### config.mk
export PLATFORM = sky130hd
export DESIGN_NAME = piso_serializer_flat
export DESIGN_NICKNAME = d
export VERILOG_FILES = /design/src/rtl/piso_serializer_if.sv /design/src/rtl/piso_serializer.sv /design/src/flat_wrapper.sv
export SDC_FILE = /design/constraint.sdc
export NUM_CORES = 1
export LEC_CHECK = 0
export ABC_AREA = 1
export BUFFER_PORTS_ARGS = -buffer_cell sky130_fd_sc_hd__buf_2
export CAP_MARGIN = 10
export CORE_AREA = 2 2 39 41
export DETAILED_ROUTE_END_ITERATION = 8
export DIE_AREA = 0 0 41 43
export GPL_TIMING_DRIVEN = 0
export SLEW_MARGIN = 20
export SYNTH_ARGS = -nofsm -noshare
export SYNTH_HDL_FRONTEND = slang
export SYNTH_SLANG_ARGS = --single-unit
### constraint.sdc
create_clock -name clk -period 3.3 [get_ports clk]
set_clock_uncertainty 0.05 [all_clocks]
set_input_delay 0.33 -clock clk [delete_from_list [all_inputs] [get_ports clk]]
set_output_delay 0.33 -clock clk [all_outputs]
set_load 0.01 [all_outputs]
### src/rtl/piso_serializer_if.sv
// Load/serial bus of the PISO serializer: load handshake in, serial bit stream out.
// No storage; every signal is a plain wire between producer and serializer.
// Backpressure is carried by load_ready (driven by the serializer, the slave side).
//
// Signals:
//   preset      master->slave  synchronous abort, forces serializer to idle
//   load_valid  master->slave  load_data holds a word to send
//   load_data   master->slave  WIDTH-bit parallel word
//   load_ready  slave->master  serializer can take a word this cycle
//   ser_out     slave->master  serial data bit
//   ser_valid   slave->master  ser_out carries a frame bit
//   done        slave->master  last bit of a frame is on ser_out
//   busy        slave->master  serializer is shifting a frame
interface piso_serializer_if #(
    parameter int WIDTH = 4
);
    logic             preset;
    logic             load_valid;
    logic             load_ready;
    logic [WIDTH-1:0] load_data;
    logic             ser_out;
    logic             ser_valid;
    logic             done;
    logic             busy;

    modport master (
        output preset,
        output load_valid,
        output load_data,
        input  load_ready,
        input  ser_out,
        input  ser_valid,
        input  done,
        input  busy
    );

    modport slave (
        input  preset,
        input  load_valid,
        input  load_data,
        output load_ready,
        output ser_out,
        output ser_valid,
        output done,
        output busy
    );
endinterface

### src/rtl/piso_serializer.sv
// Parallel-in serial-out shifter: takes a WIDTH-bit word, emits one bit per clock.
// Latency: first bit on ser_out one cycle after accept; frames stream back to back.
// Backpressure: load_ready only in idle or on the last frame bit; low during rst/preset.
//
// Ports: clk, rst (synchronous, active-high) as plain ports; everything else on
// bus (piso_serializer_if.slave): preset, load_valid/load_ready/load_data,
// ser_out, ser_valid, done, busy.
// MSB_FIRST selects bit order (0: bit 0 first, 1: bit WIDTH-1 first).
// Build option: define PISO_PARITY_EN to append an even-parity bit to each frame,
// making frames WIDTH+1 cycles long; the port list is the same in both builds.
module piso_serializer #(
    parameter int WIDTH     = 4,
    parameter bit MSB_FIRST = 1'b0
) (
    input  logic               clk,
    input  logic               rst,
    piso_serializer_if.slave   bus
);
    localparam int CW = $clog2(WIDTH + 1);
`ifdef PISO_PARITY_EN
    localparam int FRAME = WIDTH + 1;
`else
    localparam int FRAME = WIDTH;
`endif
    localparam logic [CW-1:0] LAST_IDX = CW'(FRAME - 1);

    localparam logic [0:0] S_IDLE  = 1'b0;
    localparam logic [0:0] S_SHIFT = 1'b1;

    logic [0:0]       state_q, state_d;
    logic [WIDTH-1:0] shreg_q, shreg_d;
    logic [CW-1:0]    cnt_q,   cnt_d;
`ifdef PISO_PARITY_EN
    logic             parity_q, parity_d;
`endif

    logic in_shift;
    logic at_last;
    logic accept;
    logic head_bit;

    assign in_shift = (state_q == S_SHIFT);
    assign at_last  = in_shift && (cnt_q == LAST_IDX);

    // Ready in idle, or on the last bit so the next word follows without a gap.
    assign bus.load_ready = !rst && !bus.preset && (!in_shift || at_last);
    assign accept         = bus.load_valid && bus.load_ready;

    // The register shifts toward its output end, so the current bit is always
    // at a fixed position.
    assign head_bit = MSB_FIRST ? shreg_q[WIDTH-1] : shreg_q[0];

`ifdef PISO_PARITY_EN
    // Once the data bits are exhausted the parity bit takes the output.
    assign bus.ser_out = in_shift &&
                         ((cnt_q == CW'(WIDTH)) ? parity_q : head_bit);
`else
    assign bus.ser_out = in_shift && head_bit;
`endif
    assign bus.ser_valid = in_shift;
    assign bus.done      = at_last;
    assign bus.busy      = in_shift;

    always_comb begin
        state_d  = state_q;
        shreg_d  = shreg_q;
        cnt_d    = cnt_q;
`ifdef PISO_PARITY_EN
        parity_d = parity_q;
`endif
        if (bus.preset) begin
            state_d  = S_IDLE;
            shreg_d  = '1;
            cnt_d    = '0;
`ifdef PISO_PARITY_EN
            parity_d = 1'b0;
`endif
        end else if (accept) begin
            state_d  = S_SHIFT;
            shreg_d  = bus.load_data;
            cnt_d    = '0;
`ifdef PISO_PARITY_EN
            parity_d = ^bus.load_data;
`endif
        end else if (in_shift) begin
            if (at_last) begin
                state_d = S_IDLE;
                cnt_d   = '0;
            end else begin
                cnt_d = cnt_q + CW'(1);
                if (MSB_FIRST) begin
                    shreg_d = {shreg_q[WIDTH-2:0], 1'b1};
                end else begin
                    shreg_d = {1'b1, shreg_q[WIDTH-1:1]};
                end
            end
        end
    end

    always_ff @(posedge clk) begin
        if (rst) begin
            state_q  <= S_IDLE;
            shreg_q  <= '0;
            cnt_q    <= '0;
`ifdef PISO_PARITY_EN
            parity_q <= 1'b0;
`endif
        end else begin
            state_q  <= state_d;
            shreg_q  <= shreg_d;
            cnt_q    <= cnt_d;
`ifdef PISO_PARITY_EN
            parity_q <= parity_d;
`endif
        end
    end
endmodule

### src/flat_wrapper.sv
// flat-port wrapper written by rule: the top's interface ports become plain ports
module piso_serializer_flat 
#(
    parameter int WIDTH     = 4,
    parameter bit MSB_FIRST = 1'b0
)
  (clk, rst, bus_preset, bus_load_valid, bus_load_data, bus_load_ready, bus_ser_out, bus_ser_valid, bus_done, bus_busy);
  piso_serializer_if #(.WIDTH(WIDTH)) bus_i ();
  input  logic clk;
  input  logic rst;
  input wire logic [$bits(bus_i.preset)-1:0] bus_preset;
  input wire logic [$bits(bus_i.load_valid)-1:0] bus_load_valid;
  input wire logic [$bits(bus_i.load_data)-1:0] bus_load_data;
  output wire logic [$bits(bus_i.load_ready)-1:0] bus_load_ready;
  output wire logic [$bits(bus_i.ser_out)-1:0] bus_ser_out;
  output wire logic [$bits(bus_i.ser_valid)-1:0] bus_ser_valid;
  output wire logic [$bits(bus_i.done)-1:0] bus_done;
  output wire logic [$bits(bus_i.busy)-1:0] bus_busy;
  assign bus_i.preset = bus_preset;
  assign bus_i.load_valid = bus_load_valid;
  assign bus_i.load_data = bus_load_data;
  assign bus_load_ready = bus_i.load_ready;
  assign bus_ser_out = bus_i.ser_out;
  assign bus_ser_valid = bus_i.ser_valid;
  assign bus_done = bus_i.done;
  assign bus_busy = bus_i.busy;
  piso_serializer #(.WIDTH(WIDTH), .MSB_FIRST(MSB_FIRST)) u_core (.clk(clk), .rst(rst), .bus(bus_i));
endmodule
==> results.json, run 1 <==
{
  "gp_congestion": 0.816,
  "nets": 90,
  "setup_slack_ns": 1.78,
  "r2r_start": "u_core.cnt_q[0]",
  "power_density_nw_per_um2": 392,
  "dp.cells": 92,
  "layout_commonest_cell": "nand2_1",
  "status": "finished, final reports clean",
  "slew_headroom": 0.798,
  "synth_seq_area_share": 0.355,
  "routedWlPerCell_um": 9.20,
  "drt_iter0_markers": 1,
  "finalMaxSlewViolations": 0,
  "worstPathArrival_ns": 1.14,
  "yosysWarnings": 0,
  "crit_type": "reg2out",
  "hp-start": "bus_load_data[3]",
  "power_leakage_nw": 0.275,
  "clk_path_buf_depth": 2,
  "crit_chain": "ha_1, nand2_2, a21oi_1, buf_2",
  "cp.required_ns": 2.92,
  "syn_area_um2": 452,
  "rsz0062_at_grt": "no",
  "drt-vias-per-instance": 4.59,
  "h-tree-depth": 1,
  "cp_slowest_stage_delay_ns": 0.35,
  "cts_resized": 0,
  "pre_cts_slack_ns": 1.97,
  "hold_depth": 3,
  "grt_pass1_vias": 340,
  "insertion_delay_ns": 0.26,
  "cts_tree": "yes",
  "fp.coreArea_um2": 1380,
  "synth_area_leaders": "dfxtp_1, nand2_1, nor2_1, inv_1, o2111ai_1",
  "detailed_place.area_um2": 532,
  "dp_hpwl_um": 668,
  "whs_ns": 0.316,
  "num-fill-cells": 153,
  "clkTransAtPathRegs_ns": 0.06,
  "max-vdd-ir-drop_uv": 206,
  "cts_setup_buffers": 0,
  "layout_common_cells": "nand2_1, buf_2, nor2_1",
  "die_x_um": 41,
  "timing.setup.tns_ns": 0,
  "port_buffers": 12,
  "min_period_ns": 1.52,
  "ant_nets": 0,
  "root_buffer": "clkbuf_4",
  "initial_utilization": 0.326,
  "ys_ff_latch": 8,
  "cts_buffers": 3,
  "drive_gt1_frac": 0.316,
  "avgSynthCellArea_um2": 7.06,
  "worst_pin_slew_ns": 0.303,
  "antenna_cells": 0,
  "final_cells": 95,
  "antenna_found_initial": 0,
  "die-area_um2": 1760,
  "grt-ovfl-total": 0,
  "routed-via-count": 436,
  "start_kind": "flop",
  "worstSetupEndpointType": "output port",
  "std_cell_rows": 14,
  "setup_viol": 0,
  "max_clock_freq_mhz": 658,
  "yosysTopAreaCellShare": 0.355,
  "grtUsageTotal": 0.127,
  "hold_end": "u_core.shreg_q[3]",
  "hold_class": "in2reg",
  "syn-num-nets": 73,
  "grt_pass1_wl_um": 1400,
  "syn_inst": 64,
  "area_growth_pct": 22.7,
  "dieHeight_um": 43,
  "drt-total-wl_um": 874,
  "regToRegEndpoint": "u_core.shreg_q[2]",
  "cts_hold_buffers": 0,
  "yosysUniqueCellTypes": 20,
  "clkSinkCount": 8,
  "r2r_setup_slack_ns": 2.02,
  "period_share": 0.461,
  "num_io_pins": 13,
  "hold_viol": 0,
  "grt_max_degree": 11,
  "yosysTopAreaCell": "dfxtp_1",
  "drcViolationCount": 0,
  "dr.pass1.iters": 4,
  "critPathSlowestCell": "dfxtp_1",
  "r2r_cells": 8,
  "drv_cap": 0,
  "stdcell_area_um2": 554,
  "crit_fanout": 3
}
-- cells by family after synthesis --
group / after synthesis / synth area share
AND/OR/NAND/NOR: 35 / 0.377
buffers and inverters: 11 / 0.0997
AO/OA/AOI/OAI: 9 / 0.141
flip-flops: 8 / 0.355
adder cells (fa/ha/maj): 1 / 0.0277
-- metal layers --
metal  global-route usage  share of wire
met2                0.141           0.40
met4               0.0800          0.022
met1                0.165           0.48
met3               0.0942          0.096
met5                    0              0
-- through the flow --
| step | utilization | total power [mW] |
|---|---|---|
| after floorplan | - | 0.131 |
| after global placement | 0.384 | 0.143 |
| after detailed placement | 0.384 | 0.143 |
| after CTS | 0.401 | 0.223 |
| after global routing | 0.401 | 0.237 |
| final | 0.401 | 0.217 |
-- layout make-up --
| class | instances | area (um2) | share of cell area |
|---|---|---|---|
| well taps | 16 | 20.0 | 0.0361 |
| plain buffers | 1 | 7.51 | 0.0135 |
| clock buffers | 3 | 22.5 | 0.0406 |
| repair buffers | 12 | 60.1 | 0.108 |
| inverters | 10 | 37.5 | 0.0677 |
| multi-input cells | 45 | 246 | 0.445 |
| flip-flops and latches | 8 | 160 | 0.289 |
-- cells in the mapped netlist --
library cell  number
a21oi_1            3
a21oi_2            1
buf_4              1
dfxtp_1            8
ha_1               1
inv_1              8
inv_2              2
nand2_1           15
nand2_2            2
nand2_4            1
nand3_1            1
nand3_2            1
nand4_1            3
nor2_1             9
nor2_4             1
nor3_1             1
o2111ai_1          3
o21ai_0            1
o21ai_2            1
or2_1              1
-- registers in the layout, indices dropped and copies added (netlist names) --
signal           cells
u_core.shreg_q       4
u_core.cnt_q         3
u_core.bus.busy      1
-- critical path: cells and delay by family, from the launching register on --
kind	cells	cell delay (ns)
simple gates	1	0.09
fa+ha+maj	1	0.19
compound gates	1	0.12
flops	1	0.35
buf+inv	1	0.14
-- how the worst max path moves through the flow --
stage                    startpoint        endpoint  slack [ns]  cells after the start
global placement         bus_preset  bus_load_ready        1.97                      5
finish              u_core.cnt_q[0]  bus_load_ready        1.78                      4
global route        u_core.cnt_q[0]  bus_load_ready        1.71                      4
CTS                 u_core.cnt_q[0]  bus_load_ready        1.77                      4
detailed placement       bus_preset  bus_load_ready        1.97                      5
floorplan           u_core.cnt_q[0]  bus_load_ready        2.12                      3
-- power by group --
part / internal (mW) / switching [mW] / leakage [nW]
registers: 0.102 / 0.00368 / 0.0661
clock network: 0.0417 / 0.0350 / 0.0138
logic: 0.0146 / 0.0203 / 0.195
Note: power is estimated with default switching activity, not from simulation.
==> inputs of run 2 (changes only) <==
==> constraint.sdc (replaced) <==
create_clock -name clk -period 1.4 [get_ports clk]
set_clock_uncertainty 0.05 [all_clocks]
set_input_delay 0.14 -clock clk [delete_from_list [all_inputs] [get_ports clk]]
set_output_delay 0.14 -clock clk [all_outputs]
set_load 0.01 [all_outputs]
==> results.json, run 2 (synthesis gave the netlist of run 1 again) <==
{
  "status": "finished, final reports clean",
  "port_buffers": 12,
  "num_io_pins": 13,
  "dr.pass1.iters": 2,
  "dieHeight_um": 43,
  "ant_nets": 0,
  "drive_gt1_frac": 0.329,
  "hold_viol": 0,
  "pwr-share-clk": 0.350,
  "max_clock_freq_mhz": 767,
  "crit_type": "reg2out",
  "layout_commonest_cell": "nand2_1",
  "max-vdd-ir-drop_uv": 487,
  "cts_hold_buffers": 0,
  "grt_max_degree": 11,
  "worstPathArrival_ns": 1.11,
  "cts_buffers": 3,
  "nets": 90,
  "r2r_setup_slack_ns": 0.14,
  "insertion_delay_ns": 0.25,
  "std_cell_rows": 14,
  "grt-ovfl-total": 0,
  "drv_cap": 0,
  "antenna_found_initial": 0,
  "p_sw_mw": 0.139,
  "routed-via-count": 440,
  "root_buffer": "clkbuf_4",
  "slew_headroom": 0.798,
  "largest_register": "u_core.shreg_q",
  "grt_pass1_wl_um": 1400,
  "num-fill-cells": 151,
  "grtUsageTotal": 0.127,
  "fp.coreArea_um2": 1380,
  "power_density_nw_per_um2": 912,
  "area_growth_pct": 24.7,
  "clk_path_buf_depth": 2,
  "gp_congestion": 0.816,
  "dp_hpwl_um": 668,
  "drcViolationCount": 0,
  "cp.required_ns": 1.21,
  "die-area_um2": 1760,
  "drt_iter0_markers": 1,
  "rsz0062_at_grt": "no",
  "hold_class": "in2reg",
  "start_kind": "flop",
  "setup_viol": 0,
  "intPower_mw": 0.374,
  "clkTransAtPathRegs_ns": 0.06,
  "initial_utilization": 0.326,
  "min_period_ns": 1.30,
  "timing.setup.tns_ns": 0,
  "clkSinkCount": 8,
  "crit_fanout": 3,
  "routedWlPerCell_um": 9.21,
  "seqPwrFrac": 0.486,
  "h-tree-depth": 1,
  "antenna_cells": 0,
  "worstSetupEndpointType": "output port",
  "period_share": 0.932,
  "p_comb_frac": 0.164,
  "finalMaxSlewViolations": 0,
  "swShare": 0.271,
  "finish.utilization": 0.407,
  "layout_common_cells": "nand2_1, buf_2, nor2_1",
  "grt_pass1_vias": 340,
  "drt-vias-per-instance": 4.63,
  "die_x_um": 41,
  "worst_pin_slew_ns": 0.303,
  "power_leakage_nw": 0.276,
  "cts_tree": "yes",
  "largest_reg_flops": 4,
  "drt-total-wl_um": 875
}
run 2: cell counts in the layout (fill, tap and decap cells not counted):
No cell type changed its count.
run 2: critical path: stages, from the launching register on:
cell	delay (ns)
dfxtp_2	0.33
ha_1	0.18
nand2_2	0.09
a21oi_1	0.12
buf_2	0.14
run 2: area by class of cell:
class	instances	area, um2	area share
multi-input cells	45	254	0.451
flip-flops and latches	8	161	0.287
repair buffers	12	60.1	0.107
inverters	10	37.5	0.0667
clock buffers	3	22.5	0.0400
well taps	16	20.0	0.0356
plain buffers	1	7.51	0.0133
run 2: worst paths after layout:
check | from | end | depth (start not counted)
setup / recovery | u_core.cnt_q[0] | bus_load_ready | 4
hold reg to reg | u_core.cnt_q[1] | u_core.cnt_q[1] | 2
hold / removal | bus_load_data[3] | u_core.shreg_q[3] | 3
setup reg to reg | u_core.cnt_q[0] | u_core.shreg_q[2] | 7
run 2: power groups by stage:
stage,Sequential [mW],Combinational (mW),Clock [mW]
3_3_place_gp,0.255,0.0828,0
4_1_cts,0.249,0.0832,0.192
2_1_floorplan,0.253,0.0544,0
5_1_grt,0.251,0.0954,0.215
3_5_place_dp,0.254,0.0829,0
6_report,0.250,0.0845,0.180
run 2: repair_timing:
action / CTS / global route
endpoints found under the setup margin: 0 / 2
resized for setup: 0 / 2
buffers inserted: 0 / 0
run 2: through the flow:
step	power, mW	hold slack, ns	cell area [um2]	instances	setup WS, ns
2_1_floorplan	0.308	0.215	452	64	0.250
4_1_cts	0.525	0.125	554	95	0.0608
3_3_place_gp	0.337	0.387	532	92	0.119
6_report	0.514	0.126	563	95	0.0955
3_5_place_dp	0.337	0.392	532	92	0.122
5_1_grt	0.561	0.122	563	95	0.0105
run 2: metal layers:
| layer | wire length, um | part of all wire | track usage |
|---|---|---|---|
| met2 | 356 | 0.41 | 0.141 |
| met5 | 0 | 0 | 0 |
| met4 | 19 | 0.022 | 0.0800 |
| met3 | 81 | 0.093 | 0.0942 |
| met1 | 418 | 0.48 | 0.165 |
